==> src/rtl/ctrl_mc.sv <==
// Multicycle control unit for the RV32 subset CPU: fetch/decode/execute sequencing,
// loads/stores, BEQ/BNE, JAL, optional M-extension, and illegal/bus-timeout traps.
module ctrl_mc #(
    parameter int ALU_OP_W        = 8,
    parameter int HAS_M           = 1,
    parameter int MEM_TIMEOUT     = 15,
    parameter int TRAP_ON_ILLEGAL = 1
) (
    input  logic                clk,
    input  logic                rst,
    input  logic [31:0]         instr,
    input  logic                ram_ready,
    input  logic                alu_zero,
    output logic                ram_cs,
    output logic                ram_we,
    output logic                ram_oe,
    output logic                pc_en,
    output logic [1:0]          pc_in_dir,
    output logic                pc_sign,
    output logic                ir_en,
    output logic                reg_en,
    output logic                reg_we,
    output logic [1:0]          reg_in_dir,
    output logic                alu_en,
    output logic [ALU_OP_W-1:0] alu_op,
    output logic [1:0]          op2_dir,
    output logic                trap,
    output logic [1:0]          trap_cause
);

    localparam logic [3:0] S_PREPARE = 4'd0;
    localparam logic [3:0] S_FETCH   = 4'd1;
    localparam logic [3:0] S_DECODE  = 4'd2;
    localparam logic [3:0] S_EXEC    = 4'd3;
    localparam logic [3:0] S_WB      = 4'd4;
    localparam logic [3:0] S_ADDR    = 4'd5;
    localparam logic [3:0] S_MEM     = 4'd6;
    localparam logic [3:0] S_MEMWB   = 4'd7;
    localparam logic [3:0] S_BR      = 4'd8;
    localparam logic [3:0] S_BRDONE  = 4'd9;
    localparam logic [3:0] S_JAL     = 4'd10;
    localparam logic [3:0] S_TRAP    = 4'd11;

    localparam logic [ALU_OP_W-1:0] OP_ADD  = ALU_OP_W'(0);
    localparam logic [ALU_OP_W-1:0] OP_ADDI = ALU_OP_W'(1);
    localparam logic [ALU_OP_W-1:0] OP_SUB  = ALU_OP_W'(2);
    localparam logic [ALU_OP_W-1:0] OP_MUL  = ALU_OP_W'(3);
    localparam logic [ALU_OP_W-1:0] OP_DIV  = ALU_OP_W'(4);
    localparam logic [ALU_OP_W-1:0] OP_SLL  = ALU_OP_W'(5);
    localparam logic [ALU_OP_W-1:0] OP_SRL  = ALU_OP_W'(6);
    localparam logic [ALU_OP_W-1:0] OP_AND  = ALU_OP_W'(7);
    localparam logic [ALU_OP_W-1:0] OP_OR   = ALU_OP_W'(8);
    localparam logic [ALU_OP_W-1:0] OP_XOR  = ALU_OP_W'(10);
    localparam logic [ALU_OP_W-1:0] OP_LUI  = ALU_OP_W'(11);

    localparam logic [1:0] CAUSE_ILLEGAL = 2'b01;
    localparam logic [1:0] CAUSE_BUS     = 2'b10;

    localparam int CNT_W = (MEM_TIMEOUT > 0) ? $clog2(MEM_TIMEOUT + 1) : 1;
    localparam logic [CNT_W-1:0] WAIT_LIMIT = CNT_W'(MEM_TIMEOUT);

    logic [3:0]          state_q, state_d;
    logic [CNT_W-1:0]    wait_q, wait_d;
    logic                trap_q, trap_d;
    logic [1:0]          cause_q, cause_d;
    logic [ALU_OP_W-1:0] op_q, op_d;
    logic [1:0]          op2_q, op2_d;
    logic                store_q, store_d;
    logic                bne_q, bne_d;

    logic [6:0]          opcode;
    logic [2:0]          funct3;
    logic [6:0]          funct7;
    logic                dec_ok;
    logic [3:0]          dec_state;
    logic [ALU_OP_W-1:0] dec_op;
    logic [1:0]          dec_op2;
    logic                dec_store;
    logic                dec_bne;
    logic                timeout_hit;
    logic                unused_instr;

    assign opcode       = instr[6:0];
    assign funct3       = instr[14:12];
    assign funct7       = instr[31:25];
    assign unused_instr = ^{instr[24:15], instr[11:7]};
    assign timeout_hit  = (MEM_TIMEOUT > 0) && (wait_q == WAIT_LIMIT);

    always_comb begin
        dec_ok    = 1'b0;
        dec_state = S_FETCH;
        dec_op    = OP_ADD;
        dec_op2   = 2'b00;
        dec_store = 1'b0;
        dec_bne   = 1'b0;
        case (opcode)
            7'b0110011: begin
                dec_state = S_EXEC;
                if (funct7 == 7'b0000000) begin
                    dec_ok = 1'b1;
                    case (funct3)
                        3'b000:  dec_op = OP_ADD;
                        3'b001:  dec_op = OP_SLL;
                        3'b101:  dec_op = OP_SRL;
                        3'b110:  dec_op = OP_OR;
                        3'b111:  dec_op = OP_AND;
                        3'b100:  dec_op = OP_XOR;
                        default: dec_ok = 1'b0;
                    endcase
                end else if (funct7 == 7'b0100000 && funct3 == 3'b000) begin
                    dec_ok = 1'b1;
                    dec_op = OP_SUB;
                end else if (funct7 == 7'b0000001 && HAS_M != 0) begin
                    if (funct3 == 3'b000) begin
                        dec_ok = 1'b1;
                        dec_op = OP_MUL;
                    end else if (funct3 == 3'b100) begin
                        dec_ok = 1'b1;
                        dec_op = OP_DIV;
                    end
                end
            end
            7'b0010011: begin
                dec_ok    = (funct3 == 3'b000);
                dec_state = S_EXEC;
                dec_op    = OP_ADDI;
                dec_op2   = 2'b10;
            end
            7'b0110111: begin
                dec_ok    = 1'b1;
                dec_state = S_EXEC;
                dec_op    = OP_LUI;
                dec_op2   = 2'b01;
            end
            7'b0000011: begin
                dec_ok    = (funct3 == 3'b010);
                dec_state = S_ADDR;
                dec_op2   = 2'b10;
            end
            7'b0100011: begin
                dec_ok    = (funct3 == 3'b010);
                dec_state = S_ADDR;
                dec_op2   = 2'b11;
                dec_store = 1'b1;
            end
            7'b1100011: begin
                dec_ok    = (funct3 == 3'b000) || (funct3 == 3'b001);
                dec_state = S_BR;
                dec_bne   = funct3[0];
            end
            7'b1101111: begin
                dec_ok    = 1'b1;
                dec_state = S_JAL;
            end
            default: dec_ok = 1'b0;
        endcase
    end

    always_comb begin
        ram_cs     = 1'b0;
        ram_we     = 1'b0;
        ram_oe     = 1'b0;
        pc_en      = 1'b0;
        pc_in_dir  = 2'b00;
        pc_sign    = 1'b0;
        ir_en      = 1'b0;
        reg_en     = 1'b0;
        reg_we     = 1'b0;
        reg_in_dir = 2'b00;
        alu_en     = 1'b0;
        alu_op     = OP_ADD;
        op2_dir    = 2'b00;
        state_d    = state_q;
        wait_d     = '0;
        trap_d     = trap_q;
        cause_d    = cause_q;
        op_d       = op_q;
        op2_d      = op2_q;
        store_d    = store_q;
        bne_d      = bne_q;

        case (state_q)
            S_PREPARE: state_d = S_FETCH;
            S_FETCH: begin
                ram_cs = 1'b1;
                ram_oe = 1'b1;
                if (ram_ready) begin
                    ir_en   = 1'b1;
                    pc_en   = 1'b1;
                    state_d = S_DECODE;
                end else if (timeout_hit) begin
                    state_d = S_TRAP;
                    trap_d  = 1'b1;
                    cause_d = CAUSE_BUS;
                end else begin
                    wait_d = wait_q + 1'b1;
                end
            end
            S_DECODE: begin
                op_d    = dec_op;
                op2_d   = dec_op2;
                store_d = dec_store;
                bne_d   = dec_bne;
                if (dec_ok) begin
                    state_d = dec_state;
                end else if (TRAP_ON_ILLEGAL != 0) begin
                    state_d = S_TRAP;
                    trap_d  = 1'b1;
                    cause_d = CAUSE_ILLEGAL;
                end else begin
                    state_d = S_FETCH;
                end
            end
            S_EXEC: begin
                alu_en  = 1'b1;
                alu_op  = op_q;
                op2_dir = op2_q;
                state_d = S_WB;
            end
            S_WB: begin
                reg_en     = 1'b1;
                reg_we     = 1'b1;
                reg_in_dir = 2'b10;
                state_d    = S_FETCH;
            end
            S_ADDR: begin
                alu_en  = 1'b1;
                alu_op  = OP_ADD;
                op2_dir = op2_q;
                state_d = S_MEM;
            end
            S_MEM: begin
                ram_cs = 1'b1;
                ram_oe = ~store_q;
                ram_we = store_q;
                if (ram_ready) begin
                    state_d = store_q ? S_FETCH : S_MEMWB;
                end else if (timeout_hit) begin
                    state_d = S_TRAP;
                    trap_d  = 1'b1;
                    cause_d = CAUSE_BUS;
                end else begin
                    wait_d = wait_q + 1'b1;
                end
            end
            S_MEMWB: begin
                reg_en     = 1'b1;
                reg_we     = 1'b1;
                reg_in_dir = 2'b00;
                state_d    = S_FETCH;
            end
            S_BR: begin
                alu_en  = 1'b1;
                alu_op  = OP_SUB;
                op2_dir = 2'b00;
                state_d = S_BRDONE;
            end
            S_BRDONE: begin
                // BEQ takes on zero, BNE on non-zero: the xor folds both.
                if (bne_q ^ alu_zero) begin
                    pc_en     = 1'b1;
                    pc_in_dir = 2'b01;
                    pc_sign   = instr[31];
                end
                state_d = S_FETCH;
            end
            S_JAL: begin
                reg_en     = 1'b1;
                reg_we     = 1'b1;
                reg_in_dir = 2'b01;
                pc_en      = 1'b1;
                pc_in_dir  = 2'b01;
                pc_sign    = instr[31];
                state_d    = S_FETCH;
            end
            S_TRAP: state_d = S_TRAP;
            default: state_d = S_PREPARE;
        endcase
    end

    assign trap       = trap_q;
    assign trap_cause = cause_q;

    always_ff @(posedge clk) begin
        if (rst) begin
            state_q <= S_PREPARE;
            wait_q  <= '0;
            trap_q  <= 1'b0;
            cause_q <= 2'b00;
        end else begin
            state_q <= state_d;
            wait_q  <= wait_d;
            trap_q  <= trap_d;
            cause_q <= cause_d;
        end
    end

    // Decoded instruction attributes are only consumed after DECODE has loaded them.
    always_ff @(posedge clk) begin
        op_q    <= op_d;
        op2_q   <= op2_d;
        store_q <= store_d;
        bne_q   <= bne_d;
    end

endmodule

==> config.mk <==
export PLATFORM = sky130hd
export DESIGN_NAME = ctrl_mc
export DESIGN_NICKNAME = d
export VERILOG_FILES = /design/src/rtl/ctrl_mc.sv
export SDC_FILE = /design/constraint.sdc
export NUM_CORES = 1
export LEC_CHECK = 0
export CORE_UTILIZATION = 45
export DETAILED_ROUTE_END_ITERATION = 10
export GPL_TIMING_DRIVEN = 0
export PLACE_DENSITY = 0.95
export SLEW_MARGIN = 5
export SYNTH_ARGS = -nofsm -noshare
export SYNTH_HDL_FRONTEND = slang
export SYNTH_SLANG_ARGS = --single-unit
==> constraint.sdc <==
create_clock -name clk -period 2.75 [get_ports clk]
set_input_delay 0.4125 -clock clk [delete_from_list [all_inputs] [get_ports clk]]
set_output_delay 0.4125 -clock clk [all_outputs]
set_load 0.03 [all_outputs]
==> results_dict.tcl, run 1 <==
set metrics [dict create \
    fin_skew_ps 1.130 \
    synthFlopType "dfxtp_1" \
    drtPass1Iterations 4 \
    antenna_found_initial 0 \
    seqCellArea_sq_um 460.4 \
    start_kind "flip-flop" \
    yosysTopAreaCellShare_pct 16.96 \
    synth_most_common_cell "nor2_1" \
    clkPwrFrac_pct 11.0 \
    power_frac_seq_pct 31.2 \
    die_x_um 58.10 \
    dp_slack_ps 71.34 \
    drt_iter0_drc 53 \
    synth.top_cells.by_area "edfxtp_1 (17%), dfxtp_1 (16%), nor2_1 (4.8%), buf_4 (3.7%), nand2_1 (3.7%)" \
    cp-startpoint "state_q[0]" \
    cp_max_fo 7 \
    combPwrFrac_pct 57.8 \
    cts_made_buffers 3 \
    viasPerCell 5.420 \
    synth-edff-count 8 \
    hold_violations 0 \
    met2_length_um 1622 \
    p_sw_share_pct 44.09 \
    rows 19 \
    fin_util_pct 65.59 \
    critical_path_class "flip-flop to output port" \
    clockBufferDepth 2 \
    synth_common_cells "nor2_1 (18), nand2_1 (14), dfxtp_1 (11)" \
    multi_input_area_sq_um 879.6 \
    arrival_ps 2160 \
    cts_max_level 1 \
    ys_ff_latch 19 \
    required_ps 2340 \
    core_area_sq_mm 0.002877 \
    numPortBuffers 36 \
    setup_viol 0 \
    relSlewSlack_pct 63.84 \
    fmax_ghz 0.3892 \
    root_buffer "clkbuf_4" \
    period_minus_slack_ps 2570 \
    netlist_instances 176 \
    drc 0 \
    fin_crit_sh_pct 93.44 \
    clkSinkCount 19 \
    critPathCaptureType "output port" \
    wl_per_cell_um 12.60 \
    worstMarginPinSlew_ps 541.2 \
    yosysUniqueCellTypes 47 \
    worstReg2RegEnd "trap_cause[1]" \
    grt_pass1_wl_um 5416 \
    yosysWarnings 0 \
    gp_congestion 0.9069 \
    nets 258 \
    maxCapViolCount 0 \
    initial_core_util_pct 49.24 \
    wl_met3_um 149 \
    endpoint "pc_en" \
    drt-met1-wl_um 1507 \
    hold_path_class "flip-flop to flip-flop" \
    yosysSeqAreaShare_pct 32.51 \
    cts_tree "done" \
    status "completed" \
    holdCritStartpoint "trap_cause[0]" \
    vias 1420 \
    fp.dieH_um 58.10 \
    setup_ws_ps 180.4 \
    nFillCells 247 \
    max-vdd-ir-drop_mv 0.2708 \
    antenna_cells 0 \
    drive_above_1_share_pct 10.45 \
    die_area_sq_mm 0.003376 \
    ant_nets 0 \
    overflow 0 \
    netlist_area_sq_mm 0.001416 \
    rr_worst_depth 6 \
    syn_to_final_growth_pct 33.22 \
    power_density_mw_per_mm2 663.3 \
    internal_power_uw 699.7 \
    avgSynthCellArea_sq_um 8.047 \
    clk_pin_slew_ps 100 \
    reg2reg_slack_ps 1010 \
    hpwlAfterDp_um 2676 \
    top_layer_used "met4" \
    netSwitchingPower_uw 551.8 \
    rsz0062_at_grt "no" \
    timing.setup.tns_ps 0 \
    slew_violations 0 \
    pin_count 62 \
    p_leak_uw 0.0007223 \
    r2r-start "wait_q[0]" \
    grt_start_max_net_pins 11 \
    grt_pass1_vias 1219 \
    worstSkewPairLatency_ps 290 \
    grt_use_total_pct 20.51 \
    drt_wl_total_um 3301 \
    async_reset_ff_share_pct 0 \
    synth_area_leader_cell "edfxtp_1" \
]
==> how the worst min path moves through the flow <==
stage,slack (ps),end,cells past startpoint
after floorplan,420,wait_q[0],1
after global placement,440,wait_q[0],1
after detailed placement,450,wait_q[0],1
after CTS,470,wait_q[0],1
after global routing,510,wait_q[0],1
final,470,trap_cause[0],2
==> critical path, stage by stage, from the launching register on <==
cell             delay, ps
dfxtp_1                470
nor2b_2                290
a21oi_1                 90
nor2_1                 210
or2_2                  150
clkdlybuf4s50_1        660
==> stage by stage <==
step                      hold slack [ps]  instances  area [sq um]  power [uW]
after CTS                           471.1        262          1872        1240
after detailed placement            453.2        258          1844        1105
after global placement              437.9        258          1844        1085
after global routing                508.3        262          1887        1330
final                               471.0        262          1887        1252
after floorplan                     417.9        180          1431       859.0
==> cell type report <==
type | count | share of cell area [%]
sequential | 19 | 24.40
buffer | 15 | 4.576
clock buffer | 4 | 1.393
tap | 42 | 2.785
timing repair buffer | 36 | 19.23
multi-input combinational | 141 | 46.62
inverter | 5 | 0.9947
==> power by group through the flow <==
| stage | registers (uW) | logic [uW] | clock network [uW] |
|---|---|---|---|
| after floorplan | 400 | 459 | 0 |
| after global placement | 392 | 693 | 0 |
| after detailed placement | 393 | 712 | 0 |
| after CTS | 387 | 715 | 138 |
| after global routing | 397 | 776 | 157 |
| final | 391 | 723 | 138 |
==> registers in the layout, indices dropped and copies added (netlist names) <==
signal and cells:
wait_q 4, op2_q 2, op_q 4, trap 1, bne_q 1, state_q 4, trap_cause 2, store_q 1
==> cell families (layout without fill, tap and decap cells) <==
kind of cell | Yosys count | in the layout | synth area share, %
AND/OR/NAND/NOR | 88 | 88 | 34.72
AO/OA/AOI/OAI | 40 | 40 | 20.05
buffers and inverters | 20 | 60 | 7.156
flip-flops | 19 | 19 | 32.51
XOR/XNOR | 6 | 6 | 3.711
adder cells (fa/ha/maj) | 1 | 1 | 0.8833
other | 1 | 5 | 0.2648
multiplexers | 1 | 1 | 0.7067
==> layer usage <==
metal	vias to the layer above	track usage, %
li1	717	-
met1	652	28.12
met2	49	33.00
met3	2	2.679
met4	0	7.483
met5	-	0
==> cells in the final DEF, fill, tap and decap left out, drive strengths merged, types with 4 or more instances in the layout <==
cell type	instances
a21oi	10
a31oi	6
and2	8
and3	4
buf	8
clkbuf	11
clkdlybuf4s50	35
conb	5
dfxtp	11
edfxtp	8
inv	5
nand2	14
nand2b	5
nand3	5
nor2	18
nor2b	4
nor3	7
nor3b	5
o21ai	7
==> timing repair <==
item / 4_1_cts / 5_1_grt
endpoints found under the setup margin: 3 / 7
resized for setup: 1 / 8
buffers inserted: 0 / 0
hold buffers: 0 / 0
Power figures use the tool's default switching activity.
==> run 2: changes to the inputs <==
--- a/config.mk
+++ b/config.mk
@@ -5,10 +5,10 @@
 export SDC_FILE = /design/constraint.sdc
 export NUM_CORES = 1
 export LEC_CHECK = 0
-export CORE_UTILIZATION = 45
+export CORE_UTILIZATION = 42
 export DETAILED_ROUTE_END_ITERATION = 10
 export GPL_TIMING_DRIVEN = 0
-export PLACE_DENSITY = 0.95
+export PLACE_DENSITY = 0.9
 export SLEW_MARGIN = 5
 export SYNTH_ARGS = -nofsm -noshare
 export SYNTH_HDL_FRONTEND = slang
==> constraint.sdc (replaced) <==
create_clock -name clk -period 2.8 [get_ports clk]
set_input_delay 0.42 -clock clk [delete_from_list [all_inputs] [get_ports clk]]
set_output_delay 0.42 -clock clk [all_outputs]
set_load 0.03 [all_outputs]
==> run 2 against run 1 <==
- total power shrank 3.0%
- non-clock buffer count is the same
- largest cell class unchanged
- cell area shrank 0.46%
- clock power is essentially flat
- setup slack lost 50 ps
- final cell count grew 0.76%
- combinational power shrank 3.5%
- largest power group unchanged
- sequential share of layout area grew 0.11 points
- global-route usage shrank 2.3 points
- highest routed layer unchanged
- die area grew 6.9%
==> results_dict.tcl, run 2 (synthesized netlist as in run 1, its figures left out) <==
set metrics [dict create \
    grt_util_met1_pct 25.30 \
    nets 258 \
    drive_above_1_share_pct 9.091 \
    cp_max_fo 10 \
    slew_violations 0 \
    fin_skew_ps 2.457 \
    cts_tree "done" \
    hold_violations 0 \
    viasPerCell 5.318 \
    nFillCells 302 \
    top_regs "op_q: 4 flops, state_q: 4 flops, wait_q: 4 flops" \
    final_cell_mix "clkdlybuf4s50_1 (36), nor2_1 (18), nand2_1 (14), dfxtp_1 (11), a21oi_1 (10)" \
    grt_use_total_pct 18.20 \
    arrival_ps 2250 \
    final_common_cell "clkdlybuf4s50_1" \
    relSlewSlack_pct 64.34 \
    cp-startpoint "state_q[1]" \
    power_density_mw_per_mm2 646.3 \
    period_minus_slack_ps 2669 \
    ant_nets 0 \
    rsz0062_at_grt "no" \
    dp_slack_ps 127.8 \
    grt_util_met2_pct 30.00 \
    r2r-start "state_q[1]" \
    setup_viol 0 \
    required_ps 2380 \
    fin_crit_sh_pct 95.33 \
    die_x_um 60.07 \
    met3_usage_pct 1.082 \
    reg2reg_slack_ps 1080 \
    numPortBuffers 36 \
    clkSinkCount 19 \
    grt-busiest-layer "met2" \
    overflow 0 \
    fmax_ghz 0.3746 \
    clk_pin_slew_ps 100 \
    drt_wl_total_um 3189 \
    max-vdd-ir-drop_mv 0.2300 \
    fp.dieH_um 60.07 \
    critical_path_class "flip-flop to output port" \
    hpwlAfterDp_um 2523 \
    grt_pass1_vias 1154 \
    p_leak_uw 0.0006961 \
    grt_start_max_net_pins 11 \
    wl_per_cell_um 12.08 \
    hold_buffers 0 \
    worstMarginPinSlew_ps 533.8 \
    antenna_cells 0 \
    maxCapViolCount 0 \
    cts_max_level 1 \
    initial_core_util_pct 45.28 \
    grt_pass1_wl_um 4995 \
    timing.setup.tns_ps 0 \
    die_area_sq_mm 0.003608 \
    critPathCaptureType "output port" \
    syn_to_final_growth_pct 32.60 \
    core_area_sq_mm 0.003128 \
    clockBufferDepth 2 \
    status "completed" \
    multi_input_area_sq_um 872.1 \
    drt_iter0_drc 49 \
    cts_setup_buffers 0 \
    drtPass1Iterations 4 \
    vias 1404 \
    root_buffer "clkbuf_4" \
    worstSkewPairLatency_ps 290 \
    antenna_found_initial 0 \
    seqCellArea_sq_um 460.4 \
    drc 0 \
    hold_path_class "flip-flop to flip-flop" \
    setup_ws_ps 130.7 \
    start_kind "flip-flop" \
    gp_congestion 0.8580 \
    rows 20 \
    pin_count 62 \
    cts_made_buffers 3 \
    holdCritStartpoint "wait_q[0]" \
]
-- run 2: cell types whose count changed in the layout (fill, tap and decap cells not counted), sizes merged --
cell,change
dlymetal6s2s,-1
clkdlybuf4s50,+1
-- run 2: repair_timing --
action | CTS | global route
gates resized for setup | 0 | 5
endpoints found under the hold margin | 0 | 0
setup endpoints to repair | 0 | 7
-- run 2: layer usage --
layer | wire (um) | vias up
met1 | 1481 | 631
met2 | 1513 | 55
met5 | 0 | -
li1 | - | 716
met4 | 27 | 0
met3 | 166 | 2
-- run 2: path summary, 6_finish.rpt --
check                             endpoint  cells past startpoint
worst max register to register  state_q[2]                      4
worst min register to register   wait_q[0]                      1
worst min-delay path             wait_q[0]                      1
worst max-delay path             alu_op[0]                      5
-- run 2: where the power goes --
part	total (uW)	switching, uW	internal [uW]
clock network	135	79.3	55.3
logic	698	412	286
registers	382	39.4	342
-- run 2: final cells by class --
type	count	area share [%]
multi-input combinational	141	46.44
sequential	19	24.52
timing repair buffer	36	19.19
buffer	15	4.530
tap	44	2.931
clock buffer	4	1.399
inverter	5	0.9993
-- run 2: worst max-delay path: stages, from the launching register on --
cell             delay (ps)
dfxtp_1                 380
clkbuf_2                250
nand2_1                 100
nor3_1                  360
and2_1                  190
clkdlybuf4s50_1         670
-- run 2: per-stage QoR --
step	util (%)	std cells	hold WS [ps]	power, uW	cell area [sq um]
after floorplan	-	180	417.9	843.7	1431
after global placement	59.04	260	437.8	1064	1847
after detailed placement	59.04	260	450.7	1075	1847
after CTS	59.88	264	469.9	1204	1873
after global routing	60.04	264	495.1	1284	1878
final	60.04	264	468.5	1214	1878
